`config.mk`:
```
export PLATFORM = sky130hd
export DESIGN_NAME = ex_issue_stage
export DESIGN_NICKNAME = d
export VERILOG_FILES = /design/src/rtl/core_pkg.sv /design/src/rtl/alu_ctrl_dec.sv /design/src/rtl/ex_issue_stage.sv
export SDC_FILE = /design/constraint.sdc
export NUM_CORES = 1
export LEC_CHECK = 0
export ABC_AREA = 1
export BUFFER_PORTS_ARGS = -buffer_cell sky130_fd_sc_hd__buf_2
export CORE_AREA = 2 2 157 159
export DETAILED_ROUTE_END_ITERATION = 8
export DIE_AREA = 0 0 159 161
export PLACE_DENSITY = 0.79
export SYNTH_ARGS = -nofsm -noshare
export SYNTH_HDL_FRONTEND = slang
export SYNTH_SLANG_ARGS = --single-unit
```
`constraint.sdc`:
```
create_clock -name clk -period 1.42 [get_ports clk]
set_input_delay 0.142 -clock clk [delete_from_list [all_inputs] [get_ports clk]]
set_output_delay 0.142 -clock clk [all_outputs]
set_load 0.01 [all_outputs]
```
`src/rtl/core_pkg.sv`:
```
// core_pkg: shared definitions for the 5-stage RV32I core.
//   - ALU function codes consumed by the EX-stage ALU
//   - RV32I major opcode constants
//   - operand-select enums for the ALU command
//   - helper mapping funct3 to the ALU code for OP/OP-IMM
package core_pkg;

  localparam int XLEN = 32;

  // ALU function codes
  localparam logic [3:0] ALU_ADD  = 4'd0;
  localparam logic [3:0] ALU_SUB  = 4'd1;
  localparam logic [3:0] ALU_EQ   = 4'd2;
  localparam logic [3:0] ALU_SLTU = 4'd3;
  localparam logic [3:0] ALU_SLT  = 4'd4;
  localparam logic [3:0] ALU_AND  = 4'd5;
  localparam logic [3:0] ALU_OR   = 4'd6;
  localparam logic [3:0] ALU_XOR  = 4'd7;
  localparam logic [3:0] ALU_SRL  = 4'd8;
  localparam logic [3:0] ALU_SLL  = 4'd9;

  // RV32I major opcodes
  localparam logic [6:0] OPC_OP     = 7'b0110011;
  localparam logic [6:0] OPC_OP_IMM = 7'b0010011;
  localparam logic [6:0] OPC_LOAD   = 7'b0000011;
  localparam logic [6:0] OPC_STORE  = 7'b0100011;
  localparam logic [6:0] OPC_LUI    = 7'b0110111;
  localparam logic [6:0] OPC_AUIPC  = 7'b0010111;
  localparam logic [6:0] OPC_JAL    = 7'b1101111;
  localparam logic [6:0] OPC_JALR   = 7'b1100111;
  localparam logic [6:0] OPC_BRANCH = 7'b1100011;

  typedef enum logic [1:0] {
    OP1_RS1  = 2'd0,
    OP1_PC   = 2'd1,
    OP1_ZERO = 2'd2
  } op1_sel_e;

  typedef enum logic [1:0] {
    OP2_RS2  = 2'd0,
    OP2_IMM  = 2'd1,
    OP2_FOUR = 2'd2
  } op2_sel_e;

  // funct3 -> ALU code shared by OP and OP-IMM (SUB/SRA handled by caller)
  function automatic logic [3:0] alu_from_funct3(input logic [2:0] f3);
    logic [3:0] code;
    case (f3)
      3'b000:  code = ALU_ADD;
      3'b001:  code = ALU_SLL;
      3'b010:  code = ALU_SLT;
      3'b011:  code = ALU_SLTU;
      3'b100:  code = ALU_XOR;
      3'b101:  code = ALU_SRL;
      3'b110:  code = ALU_OR;
      3'b111:  code = ALU_AND;
      default: code = ALU_ADD;
    endcase
    return code;
  endfunction

endpackage

```
`src/rtl/alu_ctrl_dec.sv`:
```
// alu_ctrl_dec: combinational decode of RV32I opcode/funct3/funct7_5 into
// the EX-stage ALU command fields.
// Ports:
//   opcode, funct3, funct7_5, rd  in   instruction fields from ID
//   alu_ctrl                      out  ALU function code
//   op1_sel, op2_sel              out  operand source selects
//   regwrite                      out  instruction writes a non-zero rd
//   is_branch, br_invert          out  conditional branch and sense inversion
//   illegal                       out  unsupported encoding
// Illegal encodings leave every command field at its neutral default.
module alu_ctrl_dec
  import core_pkg::*;
(
  input  logic [6:0] opcode,
  input  logic [2:0] funct3,
  input  logic       funct7_5,
  input  logic [4:0] rd,
  output logic [3:0] alu_ctrl,
  output op1_sel_e   op1_sel,
  output op2_sel_e   op2_sel,
  output logic       regwrite,
  output logic       is_branch,
  output logic       br_invert,
  output logic       illegal
);

  logic writes_rd_s;

  // Main decode table
  always_comb begin
    alu_ctrl    = ALU_ADD;
    op1_sel     = OP1_RS1;
    op2_sel     = OP2_RS2;
    writes_rd_s = 1'b0;
    is_branch   = 1'b0;
    br_invert   = 1'b0;
    illegal     = 1'b0;
    case (opcode)
      OPC_OP: begin
        if (funct3 == 3'b101 && funct7_5) begin
          illegal = 1'b1;                         // SRA not supported
        end else if (funct3 == 3'b000 && funct7_5) begin
          alu_ctrl    = ALU_SUB;
          writes_rd_s = 1'b1;
        end else begin
          alu_ctrl    = alu_from_funct3(funct3);
          writes_rd_s = 1'b1;
        end
      end
      OPC_OP_IMM: begin
        // bit 30 is immediate data here except for the shift-right form
        if (funct3 == 3'b101 && funct7_5) begin
          illegal = 1'b1;                         // SRAI not supported
        end else begin
          alu_ctrl    = alu_from_funct3(funct3);
          op2_sel     = OP2_IMM;
          writes_rd_s = 1'b1;
        end
      end
      OPC_LOAD: begin
        op2_sel     = OP2_IMM;
        writes_rd_s = 1'b1;
      end
      OPC_STORE: begin
        op2_sel = OP2_IMM;
      end
      OPC_LUI: begin
        op1_sel     = OP1_ZERO;
        op2_sel     = OP2_IMM;
        writes_rd_s = 1'b1;
      end
      OPC_AUIPC: begin
        op1_sel     = OP1_PC;
        op2_sel     = OP2_IMM;
        writes_rd_s = 1'b1;
      end
      OPC_JAL, OPC_JALR: begin
        op1_sel     = OP1_PC;
        op2_sel     = OP2_FOUR;
        writes_rd_s = 1'b1;
      end
      OPC_BRANCH: begin
        case (funct3)
          3'b000, 3'b001: begin
            alu_ctrl  = ALU_EQ;
            is_branch = 1'b1;
            br_invert = funct3[0];
          end
          3'b100, 3'b101: begin
            alu_ctrl  = ALU_SLT;
            is_branch = 1'b1;
            br_invert = funct3[0];
          end
          3'b110, 3'b111: begin
            alu_ctrl  = ALU_SLTU;
            is_branch = 1'b1;
            br_invert = funct3[0];
          end
          default: illegal = 1'b1;
        endcase
      end
      default: illegal = 1'b1;
    endcase
  end

  assign regwrite = writes_rd_s && (rd != 5'd0);

endmodule

```
`src/rtl/ex_issue_stage.sv`:
```
// ex_issue_stage: ID/EX pipeline register and ALU operand issue.
// Ports:
//   clk, rst_n                      clock, async active-low reset
//   id_*                            decoded instruction fields from ID
//   stall, flush                    hold / bubble the stage (flush wins)
//   exmem_*, memwb_*                forwarding sources (EX/MEM has priority)
//   alu_op1, alu_op2, alu_ctrl      ALU command (operands forwarded, combinational)
//   ex_valid, ex_pc, ex_rd          latched instruction context
//   ex_regwrite, ex_is_branch,
//   ex_br_invert, ex_illegal        latched control
//   ex_store_data                   forwarded rs2 for stores
// Operands are built only from latched state and the forwarding inputs, so
// no id_* input reaches an output without passing through the register.
module ex_issue_stage
  import core_pkg::*;
(
  input  logic            clk,
  input  logic            rst_n,
  input  logic            id_valid,
  input  logic [XLEN-1:0] id_pc,
  input  logic [XLEN-1:0] id_rs1_data,
  input  logic [XLEN-1:0] id_rs2_data,
  input  logic [XLEN-1:0] id_imm,
  input  logic [4:0]      id_rs1,
  input  logic [4:0]      id_rs2,
  input  logic [4:0]      id_rd,
  input  logic [6:0]      id_opcode,
  input  logic [2:0]      id_funct3,
  input  logic            id_funct7_5,
  input  logic            stall,
  input  logic            flush,
  input  logic            exmem_regwrite,
  input  logic [4:0]      exmem_rd,
  input  logic [XLEN-1:0] exmem_result,
  input  logic            memwb_regwrite,
  input  logic [4:0]      memwb_rd,
  input  logic [XLEN-1:0] memwb_result,
  output logic [XLEN-1:0] alu_op1,
  output logic [XLEN-1:0] alu_op2,
  output logic [3:0]      alu_ctrl,
  output logic            ex_valid,
  output logic [XLEN-1:0] ex_pc,
  output logic [4:0]      ex_rd,
  output logic            ex_regwrite,
  output logic            ex_is_branch,
  output logic            ex_br_invert,
  output logic [XLEN-1:0] ex_store_data,
  output logic            ex_illegal
);

  // Decoder outputs (ahead of the register)
  logic [3:0] dec_alu_ctrl_s;
  op1_sel_e   dec_op1_sel_s;
  op2_sel_e   dec_op2_sel_s;
  logic       dec_regwrite_s;
  logic       dec_is_branch_s;
  logic       dec_br_invert_s;
  logic       dec_illegal_s;

  // ID/EX register contents
  logic            valid_r;
  logic [XLEN-1:0] pc_r;
  logic [XLEN-1:0] rs1_data_r;
  logic [XLEN-1:0] rs2_data_r;
  logic [XLEN-1:0] imm_r;
  logic [4:0]      rs1_r;
  logic [4:0]      rs2_r;
  logic [4:0]      rd_r;
  logic [3:0]      alu_ctrl_r;
  op1_sel_e        op1_sel_r;
  op2_sel_e        op2_sel_r;
  logic            regwrite_r;
  logic            is_branch_r;
  logic            br_invert_r;
  logic            illegal_r;

  logic [XLEN-1:0] fwd_rs1_s;
  logic [XLEN-1:0] fwd_rs2_s;
  logic [XLEN-1:0] op2_raw_s;

  alu_ctrl_dec u_dec (
    .opcode    (id_opcode),
    .funct3    (id_funct3),
    .funct7_5  (id_funct7_5),
    .rd        (id_rd),
    .alu_ctrl  (dec_alu_ctrl_s),
    .op1_sel   (dec_op1_sel_s),
    .op2_sel   (dec_op2_sel_s),
    .regwrite  (dec_regwrite_s),
    .is_branch (dec_is_branch_s),
    .br_invert (dec_br_invert_s),
    .illegal   (dec_illegal_s)
  );

  // ID/EX register: flush > stall > load; an invalid ID slot loads a bubble
  always_ff @(posedge clk or negedge rst_n) begin
    if (!rst_n) begin
      valid_r     <= 1'b0;
      pc_r        <= '0;
      rs1_data_r  <= '0;
      rs2_data_r  <= '0;
      imm_r       <= '0;
      rs1_r       <= 5'd0;
      rs2_r       <= 5'd0;
      rd_r        <= 5'd0;
      alu_ctrl_r  <= ALU_ADD;
      op1_sel_r   <= OP1_RS1;
      op2_sel_r   <= OP2_RS2;
      regwrite_r  <= 1'b0;
      is_branch_r <= 1'b0;
      br_invert_r <= 1'b0;
      illegal_r   <= 1'b0;
    end else if (flush || (!stall && !id_valid)) begin
      valid_r     <= 1'b0;
      pc_r        <= '0;
      rs1_data_r  <= '0;
      rs2_data_r  <= '0;
      imm_r       <= '0;
      rs1_r       <= 5'd0;
      rs2_r       <= 5'd0;
      rd_r        <= 5'd0;
      alu_ctrl_r  <= ALU_ADD;
      op1_sel_r   <= OP1_RS1;
      op2_sel_r   <= OP2_RS2;
      regwrite_r  <= 1'b0;
      is_branch_r <= 1'b0;
      br_invert_r <= 1'b0;
      illegal_r   <= 1'b0;
    end else if (!stall) begin
      valid_r     <= 1'b1;
      pc_r        <= id_pc;
      rs1_data_r  <= id_rs1_data;
      rs2_data_r  <= id_rs2_data;
      imm_r       <= id_imm;
      rs1_r       <= id_rs1;
      rs2_r       <= id_rs2;
      rd_r        <= id_rd;
      alu_ctrl_r  <= dec_alu_ctrl_s;
      op1_sel_r   <= dec_op1_sel_s;
      op2_sel_r   <= dec_op2_sel_s;
      regwrite_r  <= dec_regwrite_s;
      is_branch_r <= dec_is_branch_s;
      br_invert_r <= dec_br_invert_s;
      illegal_r   <= dec_illegal_s;
    end else begin
      valid_r     <= valid_r;
    end
  end

  // Forwarding select: youngest producer (EX/MEM) first, x0 never forwarded
  function automatic logic [XLEN-1:0] fwd_sel(input logic [4:0]      rs,
                                              input logic [XLEN-1:0] reg_data,
                                              input logic            em_we,
                                              input logic [4:0]      em_rd,
                                              input logic [XLEN-1:0] em_res,
                                              input logic            mw_we,
                                              input logic [4:0]      mw_rd,
                                              input logic [XLEN-1:0] mw_res);
    logic [XLEN-1:0] v;
    if (em_we && (em_rd != 5'd0) && (em_rd == rs)) begin
      v = em_res;
    end else if (mw_we && (mw_rd != 5'd0) && (mw_rd == rs)) begin
      v = mw_res;
    end else begin
      v = reg_data;
    end
    return v;
  endfunction

  // Forwarded source operands
  always_comb begin
    fwd_rs1_s = fwd_sel(rs1_r, rs1_data_r, exmem_regwrite, exmem_rd, exmem_result,
                        memwb_regwrite, memwb_rd, memwb_result);
    fwd_rs2_s = fwd_sel(rs2_r, rs2_data_r, exmem_regwrite, exmem_rd, exmem_result,
                        memwb_regwrite, memwb_rd, memwb_result);
  end

  // Operand muxes; shift amounts are reduced to 5 bits after forwarding
  always_comb begin
    case (op1_sel_r)
      OP1_RS1:  alu_op1 = fwd_rs1_s;
      OP1_PC:   alu_op1 = pc_r;
      OP1_ZERO: alu_op1 = '0;
      default:  alu_op1 = '0;
    endcase
    case (op2_sel_r)
      OP2_RS2:  op2_raw_s = fwd_rs2_s;
      OP2_IMM:  op2_raw_s = imm_r;
      OP2_FOUR: op2_raw_s = 32'd4;
      default:  op2_raw_s = '0;
    endcase
    if (alu_ctrl_r == ALU_SLL || alu_ctrl_r == ALU_SRL) begin
      alu_op2 = {27'd0, op2_raw_s[4:0]};
    end else begin
      alu_op2 = op2_raw_s;
    end
  end

  assign alu_ctrl      = alu_ctrl_r;
  assign ex_valid      = valid_r;
  assign ex_pc         = pc_r;
  assign ex_rd         = rd_r;
  assign ex_regwrite   = regwrite_r;
  assign ex_is_branch  = is_branch_r;
  assign ex_br_invert  = br_invert_r;
  assign ex_illegal    = illegal_r;
  assign ex_store_data = fwd_rs2_s;

endmodule

```
==> flow_summary.yaml <==
power_and_ir_drop:
  cellLeakagePower_nw: 8.540
  p_per_area_mw_per_mm2: 806.2
  power.share.clock_pct: 38.2
  ir_drop_uv: 779.1
  p_sw_mw: 3.976
  intPower_mw: 8.766
  share_comb_of_total_power_pct: 24.2
  switching_share_pct: 31.20
  power_frac_seq_pct: 37.5
yosys:
  yosys.area_share.simple_pct: 42.42
  synth_compound_area_share_pct: 5.207
  synth_top_family_by_area: "simple AND/OR/NAND/NOR gates"
  synth.area.top_cells: "dfrtp_1 42%, nand2_1 23%, nand3_1 13%, inv_1 3.6%, nand4_1 2.5%"
  yosys-top-cells-count: "564 x nand2_1, 246 x nand3_1, 156 x dfrtp_1"
  synth_top_area_share_pct: 41.55
  synth_edf_count: 0
  muxShareOfSynthArea_pct: 0
  avgSynthCellArea_um2: 6.843
  ys_seq_elements: 156
  synth_most_common_cell: "nand2_1"
  synth_adder_area_share_pct: 0.6659
  synth_area_leader_cell: "dfrtp_1"
  ys_seq_area_share_pct: 41.55
  synth-async-reset-ratio_pct: 100.0
  synth_xor_area_share_pct: 1.585
  synthesis.instances: 1373
  yosys_warnings: 0
  synthFlopType: "dfrtp_1"
  synth_nets: 1613
  synth_cell_types: 36
  synth_area_mm2: 0.009395
timing:
  maxClockFrequency_ghz: 0.4097
  hold_ws_ns: 0.06833
  fin_crit_sh_pct: 171.9
  tightest_slew_ns: 0.4706
  setup_violations: 96
  rsz0062_at_grt: "true"
  slew_violations: 0
  skew_ns: 0
  setup_ws_ns: -1.021
  min_period_ns: 2.441
  finalHoldViolCount: 0
  max_slew_margin_pct: 68.63
  final.setup.tns_ns: -87.22
cells_and_area:
  fillers: 1961
  finalNetCount: 2130
  final_area_mm2: 0.01580
  drive_above_1_share_pct: 38.47
  areaGrowthSynthToFinish_pct: 68.21
  final_cells: 2229
place:
  port-buffer-count: 376
  dpl-instance-area_mm2: 0.01231
  gp_congestion: 1.046
  post-dp-hpwl_um: 32020
  placedCellCount: 2031
  dp_slack_ns: -0.5695
global_routing:
  grt_use_total_pct: 35.69
  grt_pass1_vias: 11980
  grt_max_degree: 90
  grt-ovfl-total: 0
  grt_pass1_wl_um: 69900
  antenna_found_initial: 3
routing:
  drc: 0
  first_pass_iters: 6
  drt_wl_total_um: 47300
  vias: 12270
  route.detailed.wl_per_inst_um: 21.22
  drt_iter0_markers: 1403
  routed_via_density: 5.505
  ant_nets: 0
critical_path:
  reg2reg_from: "rs1_r[3]$_DFFE_PN0P_"
  setup.worst_path.end: "alu_op2[28]"
  rr_worst_depth: 3
  crit_type: "reg -> out"
  crit_path_max_fanout: 16
  worstSetupStartpointType: "register"
  critPathRequiredTime_ns: 1.28
  end_kind: "output port"
  startpoint: "rs2_r[0]$_DFFE_PN0P_"
  r2r-end: "rs1_r[3]$_DFFE_PN0P_"
  r2r_setup_slack_ns: 0.63
  crit_arrival_ns: 2.30
worst_hold_path:
  holdCritPathClass: "in -> reg"
clock_network:
  clk_pin_slew_worst_paths_ns: 0.07
  htree_levels: 4
  clk_latency_ns: 0.44
  root_buffer: "clkbuf_16"
  cts_tree: "built"
  cts-buffers-inserted: 17
  cts_buffer_depth: 2
  cts_sinks: 156
floorplanning:
  row_count: 57
  pin_count: 377
  die_w_um: 159
  fp.dieH_um: 161
  design.die.area_mm2: 0.02560
  initial_core_util_pct: 39.21
  coreArea_mm2: 0.02396
outcome:
  status: "finished, violations left"
  violations: "setup timing"
job:
  max-cap-violations: 0
repair_timing:
action,4_1_cts,5_1_grt
pin swaps,24,59
hold buffers,144,0
endpoints found under the hold margin,300,0
gates resized for setup,143,104
endpoints found under the setup margin,96,96
gates cloned,8,4
setup buffers,4,4
power by group through the flow:
| stage | clock network, mW | registers (mW) | logic [mW] |
|---|---|---|---|
| 2_1_floorplan | 0 | 4.85 | 1.05 |
| 3_3_place_gp | 0 | 4.85 | 2.32 |
| 3_5_place_dp | 0 | 4.86 | 2.33 |
| 4_1_cts | 4.89 | 4.78 | 2.87 |
| 5_1_grt | 5.12 | 4.80 | 3.28 |
| 6_report | 4.87 | 4.78 | 3.09 |
sequential cells by signal (all words and copies together) (netlist names):
name	cells
alu_ctrl	4
ex_br_invert	1
ex_illegal	1
ex_is_branch	1
ex_pc	32
ex_rd	5
ex_regwrite	1
ex_valid	1
imm_r	32
op1_sel_r	2
op2_sel_r	2
rs1_data_r	32
rs1_r	5
rs2_data_r	32
rs2_r	5
layout by cell type, fill, tap and decap left out, types with 19 or more instances in the layout:
master | synthesis | routed
nand3_1 | 246 | 168
buf_6 | 4 | 48
buf_2 | 36 | 330
dlygate4sd3_1 | 0 | 144
buf_4 | 6 | 26
inv_1 | 90 | 82
nand2_2 | 0 | 65
o21ai_0 | 31 | 19
nand2_1 | 564 | 489
a21oi_2 | 0 | 28
nand4_1 | 37 | 37
clkbuf_16 | 0 | 20
buf_12 | 0 | 31
nand3_2 | 3 | 63
o21ai_2 | 0 | 24
dfrtp_1 | 156 | 156
layer usage:
layer	vias up	part of all wire [%]	GRT usage (%)
li1	5460	-	-
met4	4	6.1	18.97
met3	199	9.3	9.091
met5	-	0.036	0
met1	5803	39	44.16
met2	805	46	57.69
cell type report:
| type | instances | area [µm²] | share of cell area [%] |
|---|---|---|---|
| Clock buffer | 19 | 452.9 | 2.866 |
| Multi-Input combinational cell | 1029 | 5756 | 36.42 |
| Inverter | 95 | 364.1 | 2.304 |
| Sequential cell | 156 | 3904 | 24.70 |
| Timing Repair Buffer | 591 | 4760 | 30.12 |
| Antenna cell | 2 | 5.005 | 0.03167 |
| Tap cell | 324 | 405.4 | 2.565 |
| Clock inverter | 13 | 157.7 | 0.9975 |
worst max-delay path, cell delays in order, from the launching register on:
cell	delay [ns]
dfrtp_1	0.40
buf_6	0.13
xnor2_2	0.12
nand2_1	0.11
nor2_4	0.15
buf_4	0.13
buf_12	0.13
nand4_1	0.09
nand3_1	0.11
nand3_1	0.16
a21oi_2	0.18
buf_2	0.14
worst min path at each step:
stage | cells after the start | end | slack (ns) | start
global route | 3 | ex_br_invert$_DFFE_PN0P_ | 0.08 | id_funct3[0]
floorplan | 0 | alu_ctrl[0]$_DFFE_PN0P_ | -0.15 | rst_n
global placement | 1 | rs2_data_r[25]$_DFFE_PN0P_ | 0.05 | rst_n
detailed placement | 1 | rs1_data_r[16]$_DFFE_PN0P_ | 0.04 | rst_n
CTS | 3 | op1_sel_r[1]$_DFFE_PN0P_ | 0.05 | id_opcode[5]
finish | 3 | op1_sel_r[1]$_DFFE_PN0P_ | 0.07 | id_opcode[5]
logic make-up after synthesis:
kind of cell,Yosys count
compound gates,95
xor+xnor,17
fa+ha+maj,5
buf+inv,188
flops,156
simple gates,912
stage by stage:
stage | utilization, % | power (mW)
finish | 65.95 | 12.74
global route | 65.93 | 13.20
CTS | 63.48 | 12.54
detailed placement | 51.39 | 7.191
global placement | 51.39 | 7.168
floorplan | - | 5.905
No activity file was read; power rests on OpenSTA's default activity.
